## src/rtl/target_box_detect_pkg.sv

```systemverilog
// -----------------------------------------------------------------------------
// target_box_detect_pkg
// Shared widths, types and helpers for the target bounding-box detector.
//   COORD_W     : pixel coordinate width (x/y counters, box extents)
//   CNT_W       : white-pixel counter width
//   CNT_SAT     : saturation value of the white-pixel counter
//   box_stats_t : running (or latched) bounding box plus pixel count
// -----------------------------------------------------------------------------
package target_box_detect_pkg;

    localparam int COORD_W = 12;
    localparam int CNT_W   = 19;

    typedef logic [COORD_W-1:0] coord_t;
    typedef logic [CNT_W-1:0]   cnt_t;

    localparam cnt_t CNT_SAT = 19'h7FFFF;

    typedef struct packed {
        coord_t x_min;
        coord_t x_max;
        coord_t y_min;
        coord_t y_max;
        cnt_t   cnt;
    } box_stats_t;

    // Increment that sticks at CNT_SAT instead of wrapping to zero.
    function automatic cnt_t cnt_sat_inc(input cnt_t c);
        return (c == CNT_SAT) ? c : c + cnt_t'(1);
    endfunction

endpackage

```

## src/rtl/target_box_detect.sv

```systemverilog
// -----------------------------------------------------------------------------
// target_box_detect
// Finds the bounding box and white-pixel count of each binary frame coming out
// of the dilation stage, latches the result at the next frame boundary, and
// passes the video through with one clock of latency while drawing the last
// reported box as an outline.
//
// Ports:
//   clk, rst_n                 clock, asynchronous active-low reset
//   dilate_de/hsync/vsync/data input video (data 8'h00 = black, else white)
//   box_de/hsync/vsync/data    video delayed 1 clk, outline pixels replaced
//                              by BOX_COLOR
//   box_x_min/x_max            latched horizontal extent
//   box_y_min/y_max            latched vertical extent
//   box_pix_cnt                latched white-pixel count (saturating)
//   box_found                  latched count reached MIN_PIX
//   box_upd                    one-clk pulse when the latched outputs change
// -----------------------------------------------------------------------------
module target_box_detect
    import target_box_detect_pkg::*;
#(
    parameter coord_t     H_DISP    = 12'd480,
    parameter coord_t     V_DISP    = 12'd272,
    parameter cnt_t       MIN_PIX   = 19'd16,
    parameter logic [7:0] BOX_COLOR = 8'h80
) (
    input  logic               clk,
    input  logic               rst_n,
    input  logic               dilate_de,
    input  logic               dilate_hsync,
    input  logic               dilate_vsync,
    input  logic [7:0]         dilate_data,
    output logic               box_de,
    output logic               box_hsync,
    output logic               box_vsync,
    output logic [7:0]         box_data,
    output logic [COORD_W-1:0] box_x_min,
    output logic [COORD_W-1:0] box_x_max,
    output logic [COORD_W-1:0] box_y_min,
    output logic [COORD_W-1:0] box_y_max,
    output logic [CNT_W-1:0]   box_pix_cnt,
    output logic               box_found,
    output logic               box_upd
);

    localparam coord_t X_LAST = H_DISP - 12'd1;
    localparam coord_t Y_LAST = V_DISP - 12'd1;

    // Running values at the start of every frame: min at the far corner,
    // max at the origin, so the first white pixel overwrites both.
    localparam box_stats_t RUN_INIT = '{
        x_min: X_LAST,
        x_max: '0,
        y_min: Y_LAST,
        y_max: '0,
        cnt:   '0
    };

    // Position of the pixel currently on the input. The overflow flags mark
    // pixels beyond the active area, which are neither counted nor outlined.
    coord_t     x_cnt;
    coord_t     y_cnt;
    logic       x_ovf;
    logic       y_ovf;

    logic       vs_rise;
    logic       de_fall;
    logic       frame_edge;
    logic       armed;
    logic       in_range;
    logic       pix_hit;
    box_stats_t run;

    logic       in_cols;
    logic       in_rows;
    logic       on_col;
    logic       on_row;
    logic       outline;
    logic [7:0] data_next;

    // box_vsync / box_de are the 1-clk delayed copies of the inputs, so they
    // double as the history registers for edge detection.
    assign vs_rise  = dilate_vsync & ~box_vsync;
    assign de_fall  = ~dilate_de & box_de;
    assign in_range = ~x_ovf & ~y_ovf;

    // A pixel on the input vsync edge, or on the cycle the registered edge
    // reinitialises the accumulators, belongs to neither frame.
    assign pix_hit = dilate_de && (dilate_data != 8'h00) && in_range &&
                     !vs_rise && !frame_edge;

    // ------------------------------------------------------------------
    // Outline overlay, using the previously latched box
    // ------------------------------------------------------------------
    assign in_cols = (x_cnt >= box_x_min) && (x_cnt <= box_x_max);
    assign in_rows = (y_cnt >= box_y_min) && (y_cnt <= box_y_max);
    assign on_col  = (x_cnt == box_x_min) || (x_cnt == box_x_max);
    assign on_row  = (y_cnt == box_y_min) || (y_cnt == box_y_max);
    assign outline = box_found && dilate_de && in_range &&
                     ((on_col && in_rows) || (on_row && in_cols));

    // NOTE: combinational blocks assign a default first and use blocking
    // assignments, so every path drives data_next and no latch is inferred.
    always_comb begin
        data_next = dilate_data;
        if (!dilate_de) begin
            data_next = 8'h00;
        end else if (outline) begin
            data_next = BOX_COLOR;
        end
    end

    // NOTE: clocked state uses non-blocking assignments so every register
    // samples the pre-edge values regardless of statement order.
    always_ff @(posedge clk or negedge rst_n) begin
        if (!rst_n) begin
            box_de    <= 1'b0;
            box_hsync <= 1'b0;
            box_vsync <= 1'b0;
            box_data  <= 8'h00;
        end else begin
            box_de    <= dilate_de;
            box_hsync <= dilate_hsync;
            box_vsync <= dilate_vsync;
            box_data  <= data_next;
        end
    end

    // ------------------------------------------------------------------
    // Position counters
    // ------------------------------------------------------------------
    always_ff @(posedge clk or negedge rst_n) begin
        if (!rst_n) begin
            x_cnt <= '0;
            x_ovf <= 1'b0;
            y_cnt <= '0;
            y_ovf <= 1'b0;
        end else begin
            if (dilate_de) begin
                if (x_cnt == X_LAST) begin
                    x_ovf <= 1'b1;
                end else begin
                    x_cnt <= x_cnt + 12'd1;
                end
            end else if (de_fall) begin
                x_cnt <= '0;
                x_ovf <= 1'b0;
            end

            // Frame clear wins over a line end landing on the same cycle.
            if (vs_rise || frame_edge) begin
                y_cnt <= '0;
                y_ovf <= 1'b0;
            end else if (de_fall) begin
                if (y_cnt == Y_LAST) begin
                    y_ovf <= 1'b1;
                end else begin
                    y_cnt <= y_cnt + 12'd1;
                end
            end
        end
    end

    // ------------------------------------------------------------------
    // Accumulation and frame-boundary latch
    // ------------------------------------------------------------------
    always_ff @(posedge clk or negedge rst_n) begin
        if (!rst_n) begin
            frame_edge  <= 1'b0;
            armed       <= 1'b0;
            run         <= RUN_INIT;
            box_x_min   <= '0;
            box_x_max   <= '0;
            box_y_min   <= '0;
            box_y_max   <= '0;
            box_pix_cnt <= '0;
            box_found   <= 1'b0;
            box_upd     <= 1'b0;
        end else begin
            frame_edge <= vs_rise;
            box_upd    <= 1'b0;

            if (frame_edge) begin
                // The frame before the first edge after reset may be partial,
                // so that edge only arms the reporting.
                if (armed) begin
                    box_x_min   <= run.x_min;
                    box_x_max   <= run.x_max;
                    box_y_min   <= run.y_min;
                    box_y_max   <= run.y_max;
                    box_pix_cnt <= run.cnt;
                    box_found   <= (run.cnt >= MIN_PIX);
                    box_upd     <= 1'b1;
                end
                run   <= RUN_INIT;
                armed <= 1'b1;
            end else if (pix_hit) begin
                if (x_cnt < run.x_min) run.x_min <= x_cnt;
                if (x_cnt > run.x_max) run.x_max <= x_cnt;
                if (y_cnt < run.y_min) run.y_min <= y_cnt;
                if (y_cnt > run.y_max) run.y_max <= y_cnt;
                run.cnt <= cnt_sat_inc(run.cnt);
            end
        end
    end

endmodule

```

## config.mk

```make
export PLATFORM = sky130hd
export DESIGN_NAME = target_box_detect
export DESIGN_NICKNAME = d
export VERILOG_FILES = /design/src/rtl/target_box_detect_pkg.sv /design/src/rtl/target_box_detect.sv
export SDC_FILE = /design/constraint.sdc
export NUM_CORES = 1
export LEC_CHECK = 0
export ABC_AREA = 1
export BUFFER_PORTS_ARGS = -buffer_cell sky130_fd_sc_hd__buf_4
export CAP_MARGIN = 10
export CORE_MARGIN = 3
export CORE_UTILIZATION = 30
export DETAILED_ROUTE_END_ITERATION = 10
export PLACE_DENSITY_LB_ADDON = 0.15
export SETUP_SLACK_MARGIN = 0.02
export SYNTH_ARGS = -nofsm -noshare
export SYNTH_HDL_FRONTEND = slang
export SYNTH_SLANG_ARGS = --single-unit
```

## constraint.sdc

```tcl
create_clock -name clk -period 1.7 [get_ports clk]
set_input_delay 0.255 -clock clk [delete_from_list [all_inputs] [get_ports clk]]
set_output_delay 0.255 -clock clk [all_outputs]
set_load 0.1 [all_outputs]
```

# After elaboration in Yosys (flattened, before gate mapping)
# Cells that the tools add are included.
[op_classes]
mux = 23
eq_ne = 11
add_sub_neg = 3
reduce_logical = 36
bitwise = 7
n_lt_le_gt_ge = 9
[ops]
columns = ["operator", "count"]
rows = [
  ["$mux W67", 2],
  ["$mux W12", 10],
  ["$eq A12 B12 Y1", 4],
  ["$add A12 B1 Y12 const B", 2],
  ["$eq A12 B9 Y1 const B", 2],
  ["$ge A12 B12 Y1", 2],
  ["$gt A12 B12 Y1", 2],
  ["$le A12 B12 Y1", 2],
  ["$lt A12 B12 Y1", 2],
  ["$reduce_and A2 Y1", 10],
  ["$add A19 B1 Y19 const B", 1],
  ["$eq A19 B19 Y1 const B", 1],
  ["$ge A19 B5 Y1 const B", 1],
  ["$mux W19", 1],
  ["$mux W8", 2],
  ["$reduce_bool A2 Y1", 8],
  ["$logic_and A1 B1 Y1", 11],
  ["$mux W1", 8],
  ["$reduce_bool A8 Y1", 1],
  ["$ne A2 B2 Y1 const B", 3],
  ["$logic_or A1 B1 Y1", 4],
  ["$not A1 Y1", 4],
  ["$and A1 B1 Y1", 3],
  ["$logic_not A1 Y1", 2],
  ["$ne A2 B1 Y1 const B", 1],
]
[totals]
output_inout_bits = 80
wordCells = 111
reg_bits = 175
inputBits = 13

# Logic depth before layout (Yosys ltp)
# Gate-level depths: netlist (run 1).
[logic_depth]
depth_word = 7
mapped_depth = 15
depth_no_buf = 15

# Least setup slack after synthesis (run 1)
# OpenSTA, ideal clock, no wires.
[synth_timing]
path_kind = "reg2reg"
from = "register box_x_min[11]"
to = "register box_data[0]"
arrival_time_ns = 2.163
setup_time_ns = 0.123
slack_ns = -0.585
stages_incl_launch_ff = 14
t_required_ns = 1.577
path_buffers = 0
synth_period_minus_slack_ns = 2.285
path_cell_list = "dfrtp_1 > inv_1 > ha_1 > nand2_1 > nor2_1 > nand2_1 > nor2_1 > nor2_1 > nand3_1 > nand3_1 > nand2_1 > nand2_1 > nand2_1 > nor2_1"
[synth_between]
elab_chain_cells = 7
word_cells_on_any_way = 10
cone_classes = "order compare (1); eq/ne (1); mux (2); reduce/logical (6)"
[synth_lines]
columns = ["item", "line_no", "source"]
rows = [
  ["start, declared", "target_box_detect.sv:37", "output logic [COORD_W-1:0] box_x_min,"],
  ["start signal, assigned", "target_box_detect.sv:187", "box_x_min <= run.x_min;"],
  ["$ge A12 B12 Y1 / $eq A12 B12 Y1 (equally long branches)", "target_box_detect.sv:95, target_box_detect.sv:97", ""],
  ["$logic_and A1 B1 Y1 / $logic_or A1 B1 Y1 (equally long branches)", "target_box_detect.sv:95, target_box_detect.sv:97", ""],
  ["$logic_and A1 B1 Y1", "target_box_detect.sv:100", "((on_col && in_rows) || (on_row && in_cols));"],
  ["$logic_or A1 B1 Y1 (*)", "target_box_detect.sv:100", ""],
  ["$logic_and A1 B1 Y1 (*)", "target_box_detect.sv:99", "assign outline = box_found && dilate_de && in_range &&"],
  ["$mux W8 (*)", "target_box_detect.sv:108", "end else if (outline) begin"],
  ["$mux W8 (*)", "target_box_detect.sv:106", "if (!dilate_de) begin"],
  ["named net data_next[0]", "target_box_detect.sv:79", "logic [7:0] data_next;"],
  ["end signal, assigned", "target_box_detect.sv:125", "box_data <= data_next;"],
  ["end, declared", "target_box_detect.sv:36", "output logic [7:0] box_data,"],
]
# The timed path passes the listed nets; every way through them passes the cells marked *.
# A chain may end at the register's enable or synchronous reset.

# Worst setup path in the final report (run 1)
[layout_timing]
from = "register y_cnt[9]"
to = "register run[41] (netlist name)"
[layout_between]
elab_chain_cells = 3
[layout_lines]
columns = ["item", "line_no", "source"]
rows = [
  ["start, declared", "target_box_detect.sv:62", "coord_t y_cnt;"],
  ["start signal, assigned", "target_box_detect.sv:158", "y_cnt <= y_cnt + 12'd1;"],
  ["$lt A12 B12 Y1", "target_box_detect.sv:200", "if (y_cnt < run.y_min) run.y_min <= y_cnt;"],
  ["$reduce_bool A2 Y1 (no line)", "n/a", ""],
  ["$reduce_and A2 Y1 (no line)", "n/a", ""],
  ["end, declared", "target_box_detect.sv:72", "box_stats_t run;"],
]
# No other way between the ends.

==> report_table.html, run 1 <==
<table>
<tr><th>Metric</th><th>Value</th></tr>
<tr><th colspan="2">Run</th></tr>
<tr><td>Max-cap violation count</td><td>0</td></tr>
<tr><th colspan="2">Timing</th></tr>
<tr><td>Max Clock Freq</td><td>0.506 GHz</td></tr>
<tr><td>Setup ws final</td><td>-0.278 ns</td></tr>
<tr><td>Relative slew slack</td><td>69.6%</td></tr>
<tr><td>Total of endpoints with negative setup slack in the final report</td><td>74</td></tr>
<tr><td>Unrepaired setup endpoints after global routing</td><td>yes</td></tr>
<tr><td>Hold violation count in the final report</td><td>0</td></tr>
<tr><td>Worst-margin pin slew</td><td>0.455 ns</td></tr>
<tr><td>Max Clock Skew</td><td>0.0107 ns</td></tr>
<tr><td>Final worst path period share</td><td>116%</td></tr>
<tr><td>Tmin final</td><td>1.98 ns</td></tr>
<tr><td>Final max-slew violation count</td><td>0</td></tr>
<tr><td>Worst-case hold slack</td><td>0.0552 ns</td></tr>
<tr><th colspan="2">Final layout</th></tr>
<tr><td>Fraction of final layout cells with drive strength greater than 1</td><td>46.4%</td></tr>
<tr><td>Ant diodes</td><td>0</td></tr>
<tr><td>Fin nets</td><td>1657</td></tr>
<tr><td>Area growth from synthesis to layout</td><td>56.0%</td></tr>
<tr><th colspan="2">Synthesis</th></tr>
<tr><td>Count of distinct cell types in the synthesized netlist</td><td>46</td></tr>
<tr><td>Netlist Area Pre-Place</td><td>9950 um2</td></tr>
<tr><td>Syn. warnings</td><td>0</td></tr>
<tr><td>Post-synthesis net count</td><td>1324</td></tr>
<tr><td>Ranking of synthesized cells by instance count</td><td>sky130_fd_sc_hd__nand2_1 (265), sky130_fd_sc_hd__inv_1 (187), sky130_fd_sc_hd__dfrtp_1 (162), sky130_fd_sc_hd__o21ai_0 (124), sky130_fd_sc_hd__ha_1 (98)</td></tr>
<tr><td>Asr flop ratio synth</td><td>100%</td></tr>
<tr><td>Fraction of synthesized cell area taken by the top area cell type</td><td>40.7%</td></tr>
<tr><td>Average size of a mapped cell</td><td>8.20 um2</td></tr>
<tr><td>Top area cells in the synthesized netlist</td><td>sky130_fd_sc_hd__dfrtp_1 (41%), sky130_fd_sc_hd__ha_1 (12%), sky130_fd_sc_hd__nand2_1 (10%)</td></tr>
<tr><td>EDFF count, synth</td><td>0</td></tr>
<tr><td>Biggest area consumer among synthesized cells</td><td>sky130_fd_sc_hd__dfrtp_1</td></tr>
<tr><td>Predominant post-synthesis flop cell</td><td>sky130_fd_sc_hd__dfrtp_1</td></tr>
<tr><td>Sequential share of the synthesized area</td><td>44.2%</td></tr>
<tr><td>FF+latch count, synth</td><td>175</td></tr>
<tr><td>Cells after synthesis</td><td>1213</td></tr>
<tr><td>Most used standard cell by instance count after synthesis</td><td>sky130_fd_sc_hd__nand2_1</td></tr>
<tr><th colspan="2">Routing</th></tr>
<tr><td>First-iteration detailed-routing DRC count</td><td>416</td></tr>
<tr><td>First-pass DRT Iterations</td><td>5</td></tr>
<tr><td>Routed wirelength normalized by instance count</td><td>16.1 um</td></tr>
<tr><td>DRC violation count after routing</td><td>0</td></tr>
<tr><td>Total Routed Length</td><td>32.2 mm</td></tr>
<tr><td>Vias after detailed routing</td><td>9204</td></tr>
<tr><td>Vias/cell</td><td>4.60</td></tr>
<tr><td>Remaining number of nets flagged by the antenna check after routing</td><td>0</td></tr>
<tr><th colspan="2">Global routing</th></tr>
<tr><td>Total routing usage reported by global routing</td><td>18.0%</td></tr>
<tr><td>Pin count of the biggest net entering global routing</td><td>99</td></tr>
<tr><td>Initial antenna violation count</td><td>0</td></tr>
<tr><td>Total grt overflow</td><td>0</td></tr>
<tr><td>Number of global-route vias before repair</td><td>9339</td></tr>
<tr><td>First-pass GRT wire length</td><td>50.3 mm</td></tr>
<tr><th colspan="2">Setup path</th></tr>
<tr><td>Max FO, Critical Path</td><td>8</td></tr>
<tr><td>Category of the worst setup path launch point</td><td>flop</td></tr>
<tr><td>Critical Setup Path Class</td><td>flop to flop</td></tr>
<tr><td>Arrival time of data at the critical path endpoint</td><td>2.32 ns</td></tr>
<tr><td>Element type at the critical path end</td><td>flop</td></tr>
<tr><td>Critical path data required time</td><td>2.04 ns</td></tr>
<tr><td>Worst reg2reg path depth</td><td>11</td></tr>
<tr><th colspan="2">Die</th></tr>
<tr><td>Number of ports placed on the die boundary</td><td>93</td></tr>
<tr><td>Area enclosed by the die boundary</td><td>35400 um2</td></tr>
<tr><td>Width of the die</td><td>188 um</td></tr>
<tr><td>Core area</td><td>32600 um2</td></tr>
<tr><td>Total number of placement rows</td><td>66</td></tr>
<tr><td>Y dimension of the die</td><td>188 um</td></tr>
<tr><td>Initial cell density of the core</td><td>30.5%</td></tr>
<tr><th colspan="2">Pwr</th></tr>
<tr><td>Design Power</td><td>0.0158 W</td></tr>
<tr><td>Static leakage power</td><td>7.30 nW</td></tr>
<tr><td>Power density of the placed cells</td><td>1020 nW/um2</td></tr>
<tr><td>Worst supply voltage drop on vdd</td><td>0.877 mV</td></tr>
<tr><th colspan="2">Clocking</th></tr>
<tr><td>Buffer cell driving the clock tree root</td><td>sky130_fd_sc_hd__clkbuf_16</td></tr>
<tr><td>Number of CTS-inserted buffers</td><td>17</td></tr>
<tr><td>Number of levels in the clock H-tree</td><td>4</td></tr>
<tr><td>Clock Path Buffers</td><td>2</td></tr>
<tr><td>Clock tree sinks</td><td>175</td></tr>
<tr><td>Clock-pin transition on the worst setup and hold timing paths</td><td>0.07 ns</td></tr>
<tr><td>Worst skew pair latency</td><td>0.45 ns</td></tr>
<tr><td>TritonCTS clock tree</td><td>built</td></tr>
<tr><th colspan="2">Hold path</th></tr>
<tr><td>Worst Hold Depth</td><td>3</td></tr>
<tr><td>Kind of path behind the tightest hold check</td><td>input pin to flop</td></tr>
<tr><th colspan="2">Place</th></tr>
<tr><td>GPL Wtd Cong</td><td>0.833</td></tr>
<tr><td>Setup slack after placement</td><td>-0.427 ns</td></tr>
<tr><td>IO Port Bufs</td><td>92</td></tr>
<tr><td>Post-DP HPWL</td><td>22.9 mm</td></tr>
<tr><th colspan="2">Status</th></tr>
<tr><td>Violations in the final reports</td><td>negative setup slack</td></tr>
<tr><td>Status</td><td>finished, violations left</td></tr>
</table>
==> flip-flops by register name (all words and copies together) (netlist names), 12 cells and up <==
name         flops
box_pix_cnt     19
box_y_max       12
y_cnt           12
run             67
box_y_min       12
box_x_min       12
box_x_max       12
x_cnt           12
==> kinds of logic (layout without fill, tap and decap cells) <==
logic type | Yosys count | count (layout) | share of synthesized area (%)
compound gates | 217 | 217 | 11.8
fa+ha+maj | 98 | 98 | 12.3
xor+xnor | 12 | 12 | 1.06
simple gates | 486 | 488 | 21.3
flops | 175 | 175 | 44.2
buf+inv | 225 | 569 | 9.28
==> through the flow <==
step / utilization [%] / instances / area [um2] / TNS, ns
after global routing: 47.6 / 2001 / 15500 / -20.40
after floorplan: - / 1213 / 10300 / -1.22
after CTS: 45.1 / 1990 / 14700 / -9.53
after global placement: 40.0 / 1927 / 13000 / -18.46
after detailed placement: 40.0 / 1927 / 13000 / -19.07
final: 47.6 / 2001 / 15500 / -13.38
==> what timing repair did <==
action / CTS / global route
endpoints found under the setup margin: 94 / 97
resized for setup: 210 / 161
hold buffers: 5 / 0
pin swaps: 47 / 59
buffers inserted: 22 / 11
endpoints found under the hold margin: 141 / 0
cloned: 4 / 3
==> report_power, final <==
part	leakage, nW	internal, W	total (W)	switching [W]
sequential	2.22	0.00468	0.00499	0.000307
clock	0.296	0.00248	0.00430	0.00182
combinational	4.78	0.00237	0.00655	0.00418
total	7.30	0.00953	0.0158	0.00630
==> path summary, 6_finish.rpt <==
check	startpoint	to	slack [ns]
max	y_cnt[9]	run[41]	-0.28
min	dilate_data[3]	box_data[3]	0.06
max reg2reg	y_cnt[9]	run[41]	-0.28
min reg2reg	box_pix_cnt[17]	box_pix_cnt[17]	0.49
max in group asynchronous	rst_n	box_y_max[7]	0.78
min in group asynchronous	rst_n	box_x_max[6]	0.22
==> area by class of cell <==
cell class,instances,area [um2]
flip-flops and latches,175,4590
clock inverters,12,184
clock buffers,20,437
inverters,190,728
multi-input cells,815,6030
fillers,3092,17100
well taps,442,553
repair buffers,347,3000
==> worst max-delay path, cell delays in order, from the launching register on <==
cell and delay (ns):
sky130_fd_sc_hd__dfrtp_1 0.42, sky130_fd_sc_hd__buf_6 0.16, sky130_fd_sc_hd__buf_12 0.12, sky130_fd_sc_hd__ha_4 0.26, sky130_fd_sc_hd__nand4_1 0.12, sky130_fd_sc_hd__nor2_1 0.12, sky130_fd_sc_hd__nand4_1 0.14, sky130_fd_sc_hd__nand2_2 0.19
sky130_fd_sc_hd__buf_6 0.14, sky130_fd_sc_hd__nand2_8 0.08, sky130_fd_sc_hd__nand2_2 0.08, sky130_fd_sc_hd__o21ai_1 0.05
==> routing by layer <==
| metal | GRT usage, % | routed length (um) | vias to the layer above |
|---|---|---|---|
| met5 | 0 | 0 | - |
| met3 | 3.48 | 1010 | 24 |
| met1 | 24.5 | 15400 | 4420 |
| li1 | - | - | 4632 |
| met2 | 29.4 | 15400 | 128 |
| met4 | 4.82 | 427 | 0 |
==> cells in the final DEF (no fill, tap or decap), drive strengths merged, types with 19 or more instances in the layout <==
cell,netlist,final
a21oi,49,49
nor2,86,86
nand4,29,29
nand2,276,278
clkbuf,9,24
ha,98,98
buf,26,338
dfrtp,162,162
nor3,19,19
o21ai,145,145
nand3,68,68
inv,189,193
No activity file was read; power rests on OpenSTA's default activity.
==> run 2, diff against run 1 <==
- CELL_PAD_IN_SITES_DETAIL_PLACEMENT: unset -> 1
- CELL_PAD_IN_SITES_GLOBAL_PLACEMENT: unset -> 1
- GPL_TIMING_DRIVEN: unset -> 0
==> run 2 against run 1 <==
The flow still finishes with violations (negative setup slack). Clock skew up 0.00062 ns. Sequential power up 2%. Fmax down 5.9%. Utilization down 2.8 points. Sequential cell count unchanged. Total power down 1.5%. Count of clock-buffer cells in the layout unchanged. Die area unchanged. Register-to-register slack worse by 0.12 ns. Non-clock buffer count down 109. First-iteration DRC count up 2.9%. Critical endpoint is now run[59]. Largest cell class unchanged. Largest power group unchanged. Highest routed layer unchanged.
==> report_table.html, run 2 (synthesized netlist as in run 1, its figures left out) <==
<table>
<tr><th>Metric</th><th>Value</th></tr>
<tr><th colspan="2">Pwr</th></tr>
<tr><td>Switch Pwr</td><td>0.00634 W (+0.61%)</td></tr>
<tr><td>Design Power</td><td>0.0156 W (-1.5%)</td></tr>
<tr><td>Power density of the placed cells</td><td>1070 nW/um2 (+4.8%)</td></tr>
<tr><td>Static leakage power</td><td>6.73 nW (-7.7%)</td></tr>
<tr><td>Share of total power in the clock network</td><td>27.1% (about the same)</td></tr>
<tr><td>Sequential share of power</td><td>32.6% (+1.1 points)</td></tr>
<tr><td>Switching fraction of total power</td><td>40.6% (+0.84 points)</td></tr>
<tr><td>Logic pwr share</td><td>40.3% (-1.0 points)</td></tr>
<tr><td>Worst supply voltage drop on vdd</td><td>0.780 mV (-11%)</td></tr>
<tr><td>Internal power of the cells</td><td>0.00926 W (-2.8%)</td></tr>
<tr><th colspan="2">Global routing</th></tr>
<tr><td>Total routing usage reported by global routing</td><td>20.2% (+2.2 points)</td></tr>
<tr><td>Total grt overflow</td><td>0 (unchanged)</td></tr>
<tr><td>Pin count of the biggest net entering global routing</td><td>103 (+4.0%)</td></tr>
<tr><td>Initial antenna violation count</td><td>0 (unchanged)</td></tr>
<tr><td>Number of global-route vias before repair</td><td>9762 (+4.5%)</td></tr>
<tr><td>First-pass GRT wire length</td><td>55.7 mm (+11%)</td></tr>
<tr><th colspan="2">Clocking</th></tr>
<tr><td>Clock-pin transition on the worst setup and hold timing paths</td><td>0.07 ns (about the same)</td></tr>
<tr><td>TritonCTS clock tree</td><td>built</td></tr>
<tr><td>Clock Path Buffers</td><td>2 (unchanged)</td></tr>
<tr><td>Clock tree sinks</td><td>175 (unchanged)</td></tr>
<tr><td>Worst skew pair latency</td><td>0.45 ns (about the same)</td></tr>
<tr><td>Buffer cell driving the clock tree root</td><td>sky130_fd_sc_hd__clkbuf_16</td></tr>
<tr><td>Number of CTS-inserted buffers</td><td>17 (unchanged)</td></tr>
<tr><td>Number of levels in the clock H-tree</td><td>4 (unchanged)</td></tr>
<tr><th colspan="2">Routing</th></tr>
<tr><td>First-iteration detailed-routing DRC count</td><td>428 (+2.9%)</td></tr>
<tr><td>Remaining number of nets flagged by the antenna check after routing</td><td>0 (unchanged)</td></tr>
<tr><td>First-pass DRT Iterations</td><td>4 (-1)</td></tr>
<tr><td>Routed wirelength normalized by instance count</td><td>19.0 um (+18%)</td></tr>
<tr><td>DRC violation count after routing</td><td>0 (unchanged)</td></tr>
<tr><td>Total Routed Length</td><td>36.1 mm (+12%)</td></tr>
<tr><td>Vias/cell</td><td>4.83 (+5.0%)</td></tr>
<tr><td>Vias after detailed routing</td><td>9141 (-0.68%)</td></tr>
<tr><th colspan="2">Timing</th></tr>
<tr><td>Max Clock Freq</td><td>0.476 GHz (-5.9%)</td></tr>
<tr><td>Final max-slew violation count</td><td>0 (unchanged)</td></tr>
<tr><td>Worst-margin pin slew</td><td>0.905 ns (+0.450 ns)</td></tr>
<tr><td>Hold violation count in the final report</td><td>0 (unchanged)</td></tr>
<tr><td>Final worst path period share</td><td>124% (+7.3 points)</td></tr>
<tr><td>Setup ws final</td><td>-0.402 ns (-0.124 ns)</td></tr>
<tr><td>Max Clock Skew</td><td>0.0113 ns (+0.000617 ns)</td></tr>
<tr><td>Tmin final</td><td>2.10 ns (+0.124 ns)</td></tr>
<tr><td>Relative slew slack</td><td>39.7% (-30 points)</td></tr>
<tr><td>Total of endpoints with negative setup slack in the final report</td><td>100 (+35%)</td></tr>
<tr><td>Unrepaired setup endpoints after global routing</td><td>yes</td></tr>
<tr><th colspan="2">Setup path</th></tr>
<tr><td>CP max stage cell</td><td>sky130_fd_sc_hd__dfrtp_2</td></tr>
<tr><td>Delay of the slowest cell on the worst path</td><td>0.42 ns (about the same)</td></tr>
<tr><td>Crit path depth</td><td>12 (+1)</td></tr>
<tr><td>Total buffers and inverters traversed by the critical path</td><td>4 (+1)</td></tr>
<tr><td>Worst r2r dst</td><td>run[59]</td></tr>
<tr><td>Max FO, Critical Path</td><td>6 (-2)</td></tr>
<tr><td>Setup slack of the most critical reg-to-reg path</td><td>-0.40 ns (-0.12 ns)</td></tr>
<tr><td>R2R Path Start</td><td>x_cnt[8]</td></tr>
<tr><td>Element type at the critical path end</td><td>flop</td></tr>
<tr><td>Arrival time of data at the critical path endpoint</td><td>2.48 ns (+0.16 ns)</td></tr>
<tr><td>Startpoint of the most critical setup path</td><td>x_cnt[8]</td></tr>
<tr><td>Worst reg2reg path depth</td><td>12 (+1)</td></tr>
<tr><td>Critical path data required time</td><td>2.07 ns (+0.03 ns)</td></tr>
<tr><td>Cell occurring most often along the worst timing path</td><td>sky130_fd_sc_hd__o21ai_1</td></tr>
<tr><td>Cells along the critical path</td><td>buf_6 -&gt; buf_12 -&gt; ha_4 -&gt; nand4_1 -&gt; buf_4 -&gt; nor3_2 -&gt; nand2_1 -&gt; nand2_2 -&gt; nand2_8 -&gt; buf_8 -&gt; o21ai_1 -&gt; o21ai_1</td></tr>
<tr><td>Capturing instance or port of the critical path</td><td>run[59]</td></tr>
<tr><td>Dominant delay contributor by cell family on the critical path</td><td>buffers and inverters</td></tr>
<tr><td>Critical Setup Path Class</td><td>flop to flop</td></tr>
<tr><td>Category of the worst setup path launch point</td><td>flop</td></tr>
<tr><th colspan="2">Final layout</th></tr>
<tr><td>Most flop-heavy register</td><td>run</td></tr>
<tr><td>Utilization after layout</td><td>44.7% (-2.8 points)</td></tr>
<tr><td>Most common library cell in the layout ignoring fill and taps</td><td>sky130_fd_sc_hd__nand2_1</td></tr>
<tr><td>Combined flip-flop and latch cell area</td><td>4600 um2 (+0.19%)</td></tr>
<tr><td>Flip-flop count of the largest register after layout</td><td>67 (unchanged)</td></tr>
<tr><td>Largest registers</td><td>run: 67 flops, box_pix_cnt: 19 flops</td></tr>
<tr><td>Post-layout instance area</td><td>14600 um2 (-6.0%)</td></tr>
<tr><td>Fillers</td><td>3783 (+22%)</td></tr>
<tr><td>Most frequent cells in the layout</td><td>sky130_fd_sc_hd__nand2_1 (219), sky130_fd_sc_hd__inv_1 (160), sky130_fd_sc_hd__buf_4 (159)</td></tr>
<tr><td>Fin nets</td><td>1549 (-6.5%)</td></tr>
<tr><td>Combined area of the multi-input logic cells</td><td>5960 um2 (-1.2%)</td></tr>
<tr><td>Fraction of final layout cells with drive strength greater than 1</td><td>41.2% (-5.2 points)</td></tr>
<tr><td>Area growth from synthesis to layout</td><td>46.7%</td></tr>
<tr><td>Ant diodes</td><td>0 (unchanged)</td></tr>
<tr><th colspan="2">Die</th></tr>
<tr><td>Number of ports placed on the die boundary</td><td>93 (unchanged)</td></tr>
<tr><td>Y dimension of the die</td><td>188 um (unchanged)</td></tr>
<tr><td>Width of the die</td><td>188 um (unchanged)</td></tr>
<tr><td>Total number of placement rows</td><td>66 (unchanged)</td></tr>
<tr><td>Area enclosed by the die boundary</td><td>35400 um2 (unchanged)</td></tr>
<tr><td>Initial cell density of the core</td><td>30.5% (unchanged)</td></tr>
<tr><td>Core area</td><td>32600 um2 (unchanged)</td></tr>
<tr><th colspan="2">Place</th></tr>
<tr><td>Setup slack after placement</td><td>-0.860 ns (-0.433 ns)</td></tr>
<tr><td>Post-DP HPWL</td><td>23.7 mm (+3.3%)</td></tr>
<tr><td>Post-detailed-placement cell area</td><td>11600 um2 (-11%)</td></tr>
<tr><td>IO Port Bufs</td><td>92 (unchanged)</td></tr>
<tr><td>GPL Wtd Cong</td><td>0.785 (-5.8%)</td></tr>
<tr><th colspan="2">Hold path</th></tr>
<tr><td>Worst min-delay path startpoint</td><td>dilate_data[2]</td></tr>
<tr><td>Kind of path behind the tightest hold check</td><td>input pin to flop</td></tr>
<tr><th colspan="2">Status</th></tr>
<tr><td>Status</td><td>finished, violations left</td></tr>
<tr><td>Violations in the final reports</td><td>negative setup slack</td></tr>
<tr><th colspan="2">Run</th></tr>
<tr><td>Max-cap violation count</td><td>0 (unchanged)</td></tr>
</table>
run 2: cell types whose count changed in the layout (fill, tap and decap cells not counted), sizes merged:
| cell | before | now |
|---|---|---|
| bufinv | 4 | 3 |
| clkinvlp | 2 | 5 |
| dlygate4sd3 | 5 | 3 |
| inv | 193 | 192 |
| buf | 338 | 221 |
| clkbuf | 24 | 34 |
run 2: worst min-delay path by stage:
stage	to	slack, ns	depth (start not counted)
finish	box_data[2]	0.03	3
floorplan	armed	-0.04	0
global route	box_de	0.02	1
CTS	box_de	0.006	1
detailed placement	box_x_max[6]	0.30	1
global placement	box_hsync	0.36	1
run 2: cell type report:
cell class | instances | area share (%)
multi-input cells | 815 | 40.9
flip-flops and latches | 175 | 31.5
repair buffers | 204 | 12.7
inverters | 190 | 5.02
well taps | 442 | 3.79
clock buffers | 20 | 3.13
plain buffers | 34 | 1.89
clock inverters | 12 | 1.08
repair inverters | 1 | 0.0514
run 2: worst register-to-register path: stages, from the launching register on:
cell                      delay, ns
sky130_fd_sc_hd__dfrtp_2       0.42
sky130_fd_sc_hd__buf_6         0.14
sky130_fd_sc_hd__buf_12        0.14
sky130_fd_sc_hd__ha_4          0.26
sky130_fd_sc_hd__nand4_1       0.15
sky130_fd_sc_hd__buf_4         0.18
sky130_fd_sc_hd__nor3_2        0.10
sky130_fd_sc_hd__nand2_1       0.08
sky130_fd_sc_hd__nand2_2       0.12
sky130_fd_sc_hd__nand2_8       0.11
sky130_fd_sc_hd__buf_8         0.18
sky130_fd_sc_hd__o21ai_1       0.07
sky130_fd_sc_hd__o21ai_1       0.09
run 2: through the flow:
stage               std cells  hold slack, ns  TNS [ns]
floorplan                1213         -0.0406     -1.22
global placement         1747           0.365   -225.57
detailed placement       1748           0.302    -57.10
CTS                      1863         0.00619    -15.52
global route             1893          0.0196    -31.53
finish                   1893          0.0304    -23.17
run 2: what timing repair did:
item,4_1_cts,5_1_grt
endpoints found under the setup margin,169,126
setup buffers,71,35
gates cloned,10,2
gates resized for setup,209,175
pin swaps,61,53
hold endpoints to repair,67,0
hold buffers,3,0
run 2: power by group through the flow:
stage,clock network [W],logic [W],registers [W]
finish,0.00423,0.00628,0.00509
global route,0.00451,0.00679,0.00515
CTS,0.00435,0.00580,0.00510
detailed placement,0,0.00473,0.00517
global placement,0,0.00461,0.00516
floorplan,0,0.00203,0.00642
run 2: metal layers:
layer  vias up  GRT usage (%)  wire length [um]
li1       4418              -                 -
met1      4533           26.6             16100
met2       151           34.0             17700
met3        39           3.93              1580
met4         0           5.60               631
met5         -              0                 0
==> run 3, diff against run 2 <==
- CTS_BUF_LIST: unset -> sky130_fd_sc_hd__clkbuf_4 sky130_fd_sc_hd__clkbuf_8
==> run 3 against run 2 <==
The run still ends with negative setup slack left. Highest routed layer unchanged. Hold slack hardly changed. Via count is 0.12% higher. Total power is 6.3% lower. Register-to-register slack better by 0.07 ns. Setup slack better by 0.075 ns. Utilization is 0.18 points higher. Clock skew is 0.00063 ns higher. Cell area is 0.40% higher. Critical endpoint is now box_data[1].
==> report_table.html, run 3 (synthesized netlist as in run 1, its figures left out) <==
<table>
<tr><th>Metric</th><th>Value</th></tr>
<tr><th colspan="2">Status</th></tr>
<tr><td>Status</td><td>finished, violations left</td></tr>
<tr><td>Violations in the final reports</td><td>negative setup slack</td></tr>
<tr><th colspan="2">Final layout</th></tr>
<tr><td>Combined area of the multi-input logic cells</td><td>6070 um2 (+1.9%)</td></tr>
<tr><td>Flip-flop count of the largest register after layout</td><td>67 (unchanged)</td></tr>
<tr><td>Fraction of final layout cells with drive strength greater than 1</td><td>42.3% (+1.0 points)</td></tr>
<tr><td>Fillers</td><td>3765 (-0.48%)</td></tr>
<tr><td>Largest registers</td><td>run: 67 flops, box_pix_cnt: 19 flops</td></tr>
<tr><td>Combined flip-flop and latch cell area</td><td>4590 um2 (about the same)</td></tr>
<tr><td>Most frequent cells in the layout</td><td>sky130_fd_sc_hd__nand2_1 (216), sky130_fd_sc_hd__buf_4 (160), sky130_fd_sc_hd__inv_1 (158)</td></tr>
<tr><td>Most common library cell in the layout ignoring fill and taps</td><td>sky130_fd_sc_hd__nand2_1</td></tr>
<tr><td>Area growth from synthesis to layout</td><td>47.2%</td></tr>
<tr><td>Fin nets</td><td>1563 (+0.90%)</td></tr>
<tr><td>Most flop-heavy register</td><td>run</td></tr>
<tr><td>Ant diodes</td><td>0 (unchanged)</td></tr>
<tr><td>Post-layout instance area</td><td>14700 um2 (+0.40%)</td></tr>
<tr><th colspan="2">Routing</th></tr>
<tr><td>DRC violation count after routing</td><td>0 (unchanged)</td></tr>
<tr><td>Vias/cell</td><td>4.80 (-0.61%)</td></tr>
<tr><td>First-pass DRT Iterations</td><td>4 (unchanged)</td></tr>
<tr><td>Vias after detailed routing</td><td>9152 (+0.12%)</td></tr>
<tr><td>First-iteration detailed-routing DRC count</td><td>406 (-5.1%)</td></tr>
<tr><td>Routed wirelength normalized by instance count</td><td>18.8 um (-1.4%)</td></tr>
<tr><td>Remaining number of nets flagged by the antenna check after routing</td><td>0 (unchanged)</td></tr>
<tr><td>Total Routed Length</td><td>35.8 mm (-0.62%)</td></tr>
<tr><th colspan="2">Timing</th></tr>
<tr><td>Final max-slew violation count</td><td>0 (unchanged)</td></tr>
<tr><td>Setup ws final</td><td>-0.327 ns (+0.0750 ns)</td></tr>
<tr><td>Worst-case hold slack</td><td>0.0304 ns (+0.00000710 ns)</td></tr>
<tr><td>Max Clock Freq</td><td>0.493 GHz (+3.7%)</td></tr>
<tr><td>Worst-margin pin slew</td><td>1.20 ns (+0.293 ns)</td></tr>
<tr><td>Tmin final</td><td>2.03 ns (-0.0750 ns)</td></tr>
<tr><td>Total Negative Setup Slacks</td><td>-16.87 ns (+6.30 ns)</td></tr>
<tr><td>Hold violation count in the final report</td><td>0 (unchanged)</td></tr>
<tr><td>Total of endpoints with negative setup slack in the final report</td><td>92 (-8.0%)</td></tr>
<tr><td>Relative slew slack</td><td>20.1% (-20 points)</td></tr>
<tr><td>Final worst path period share</td><td>119% (-4.4 points)</td></tr>
<tr><td>Unrepaired setup endpoints after global routing</td><td>yes</td></tr>
<tr><td>Max Clock Skew</td><td>0.0120 ns (+0.000631 ns)</td></tr>
<tr><th colspan="2">Setup path</th></tr>
<tr><td>CP max stage cell</td><td>sky130_fd_sc_hd__dfrtp_2</td></tr>
<tr><td>Element type at the critical path end</td><td>flop</td></tr>
<tr><td>R2R Path Start</td><td>x_cnt[10]</td></tr>
<tr><td>Worst r2r dst</td><td>box_data[1]</td></tr>
<tr><td>Category of the worst setup path launch point</td><td>flop</td></tr>
<tr><td>Max FO, Critical Path</td><td>7 (+1)</td></tr>
<tr><td>Arrival time of data at the critical path endpoint</td><td>2.43 ns (-0.05 ns)</td></tr>
<tr><td>Delay of the slowest cell on the worst path</td><td>0.42 ns (about the same)</td></tr>
<tr><td>Critical path data required time</td><td>2.10 ns (+0.03 ns)</td></tr>
<tr><td>Worst reg2reg path depth</td><td>13 (+1)</td></tr>
<tr><td>Critical Setup Path Class</td><td>flop to flop</td></tr>
<tr><td>Setup slack of the most critical reg-to-reg path</td><td>-0.33 ns (+0.07 ns)</td></tr>
<tr><td>Cell occurring most often along the worst timing path</td><td>sky130_fd_sc_hd__nand2_4</td></tr>
<tr><td>Cells along the critical path</td><td>buf_4 -&gt; ha_1 -&gt; nand2_2 -&gt; inv_2 -&gt; nand2_4 -&gt; nor2_4 -&gt; nand4_1 -&gt; nand2_2 -&gt; nand3_4 -&gt; nand2_4 -&gt; nand2_4 -&gt; nand2_8 -&gt; nor2_1</td></tr>
<tr><th colspan="2">Global routing</th></tr>
<tr><td>Number of global-route vias before repair</td><td>9781 (+0.19%)</td></tr>
<tr><td>Initial antenna violation count</td><td>0 (unchanged)</td></tr>
<tr><td>Total grt overflow</td><td>0 (unchanged)</td></tr>
<tr><td>Total routing usage reported by global routing</td><td>20.3% (+0.045 points)</td></tr>
<tr><td>Pin count of the biggest net entering global routing</td><td>103 (unchanged)</td></tr>
<tr><td>First-pass GRT wire length</td><td>56.0 mm (+0.51%)</td></tr>
<tr><th colspan="2">Pwr</th></tr>
<tr><td>Share of total power in the clock network</td><td>22.3% (-4.8 points)</td></tr>
<tr><td>Sequential share of power</td><td>34.8% (+2.2 points)</td></tr>
<tr><td>Static leakage power</td><td>6.77 nW (+0.56%)</td></tr>
<tr><td>Logic pwr share</td><td>42.9% (+2.6 points)</td></tr>
<tr><td>Switching fraction of total power</td><td>42.8% (+2.1 points)</td></tr>
<tr><td>Power density of the placed cells</td><td>998 nW/um2 (-6.7%)</td></tr>
<tr><td>Switch Pwr</td><td>0.00626 W (-1.3%)</td></tr>
<tr><td>Worst supply voltage drop on vdd</td><td>0.532 mV (-32%)</td></tr>
<tr><td>Design Power</td><td>0.0146 W (-6.3%)</td></tr>
<tr><td>Internal power of the cells</td><td>0.00837 W (-9.7%)</td></tr>
<tr><th colspan="2">Die</th></tr>
<tr><td>Area enclosed by the die boundary</td><td>35400 um2 (unchanged)</td></tr>
<tr><td>Y dimension of the die</td><td>188 um (unchanged)</td></tr>
<tr><td>Width of the die</td><td>188 um (unchanged)</td></tr>
<tr><td>Number of ports placed on the die boundary</td><td>93 (unchanged)</td></tr>
<tr><td>Total number of placement rows</td><td>66 (unchanged)</td></tr>
<tr><td>Initial cell density of the core</td><td>30.5% (unchanged)</td></tr>
<tr><td>Core area</td><td>32600 um2 (unchanged)</td></tr>
<tr><th colspan="2">Place</th></tr>
<tr><td>Post-detailed-placement cell area</td><td>11600 um2 (unchanged)</td></tr>
<tr><td>Setup slack after placement</td><td>-0.860 ns (unchanged)</td></tr>
<tr><td>IO Port Bufs</td><td>92 (unchanged)</td></tr>
<tr><td>Post-DP HPWL</td><td>23.7 mm (unchanged)</td></tr>
<tr><td>GPL Wtd Cong</td><td>0.785 (unchanged)</td></tr>
<tr><th colspan="2">Hold path</th></tr>
<tr><td>Kind of path behind the tightest hold check</td><td>input pin to flop</td></tr>
<tr><td>Hold EP</td><td>frame_edge</td></tr>
<tr><td>Worst Hold Depth</td><td>3 (unchanged)</td></tr>
<tr><td>Worst min-delay path startpoint</td><td>dilate_vsync</td></tr>
<tr><th colspan="2">Clocking</th></tr>
<tr><td>Buffer cell driving the clock tree root</td><td>sky130_fd_sc_hd__clkbuf_8</td></tr>
<tr><td>Number of levels in the clock H-tree</td><td>4 (unchanged)</td></tr>
<tr><td>Number of CTS-inserted buffers</td><td>17 (unchanged)</td></tr>
<tr><td>Worst skew pair latency</td><td>0.50 ns (+0.05 ns)</td></tr>
<tr><td>Clock-pin transition on the worst setup and hold timing paths</td><td>0.10 ns (+0.03 ns)</td></tr>
<tr><td>Clock tree sinks</td><td>175 (unchanged)</td></tr>
<tr><td>Clock Path Buffers</td><td>2 (unchanged)</td></tr>
<tr><td>TritonCTS clock tree</td><td>built</td></tr>
<tr><th colspan="2">Run</th></tr>
<tr><td>Max-cap violation count</td><td>0 (unchanged)</td></tr>
</table>
## run 3: cell count changes in the layout (fill, tap and decap cells not counted), sizes merged
cell,change
dlygate4sd3,+9
buf,+7
clkbuf,-1
clkinvlp,-1
## run 3: through the flow
stage                     util, %  cells
final                        44.9   1907
after global routing         44.9   1907
after CTS                    42.5   1876
after floorplan                 -   1213
after detailed placement     35.5   1748
after global placement       35.4   1747
## run 3: metal layers
layer  GRT usage [%]  routed length, um
met3            3.57               1360
met5               0                  0
met1            27.1              16300
met2            33.7              17700
met4            5.66                502
## run 3: how the worst max path moves through the flow
stage | start | to | slack (ns) | depth (start not counted)
floorplan | box_x_min[9] | box_data[0] | -0.15 | 13
global placement | rst_n | box_vsync | -1.31 | 1
detailed placement | y_cnt[10] | box_data[0] | -0.86 | 10
CTS | x_cnt[3] | box_data[0] | -0.29 | 12
global route | y_cnt[9] | run[21] | -0.46 | 10
finish | x_cnt[10] | box_data[1] | -0.33 | 13
## run 3: cell type report
cell class                 count  share of cell area, %
buffer                        35                   1.96
sequential                   175                   31.4
clock inverter                12                   1.08
multi-input combinational    815                   41.5
timing repair buffer         218                   13.5
inverter                     190                   5.08
clock buffer                  20                   1.84
tap                          442                   3.77
## run 3: critical path, delay by kind of cell, from the launching register on
kind / cells / cell delay, ns
buffers and inverters: 2 / 0.25
adder cells (fa/ha/maj): 1 / 0.30
flip-flops: 1 / 0.42
AND/OR/NAND/NOR: 10 / 0.95
## run 3: power by group through the flow
stage | Clock [W] | Sequential (W) | Combinational [W]
final | 0.00326 | 0.00509 | 0.00628
after detailed placement | 0 | 0.00517 | 0.00473
after floorplan | 0 | 0.00642 | 0.00203
after CTS | 0.00339 | 0.00510 | 0.00582
after global placement | 0 | 0.00516 | 0.00461
after global routing | 0.00354 | 0.00515 | 0.00678
## run 3: timing repair
item / in CTS / in global routing
cloned: 9 / 0
pin swaps: 54 / 53
hold endpoints to repair: 76 / 0
setup buffers: 75 / 36
hold buffers: 12 / 0
resized for setup: 266 / 141
endpoints found under the setup margin: 169 / 148
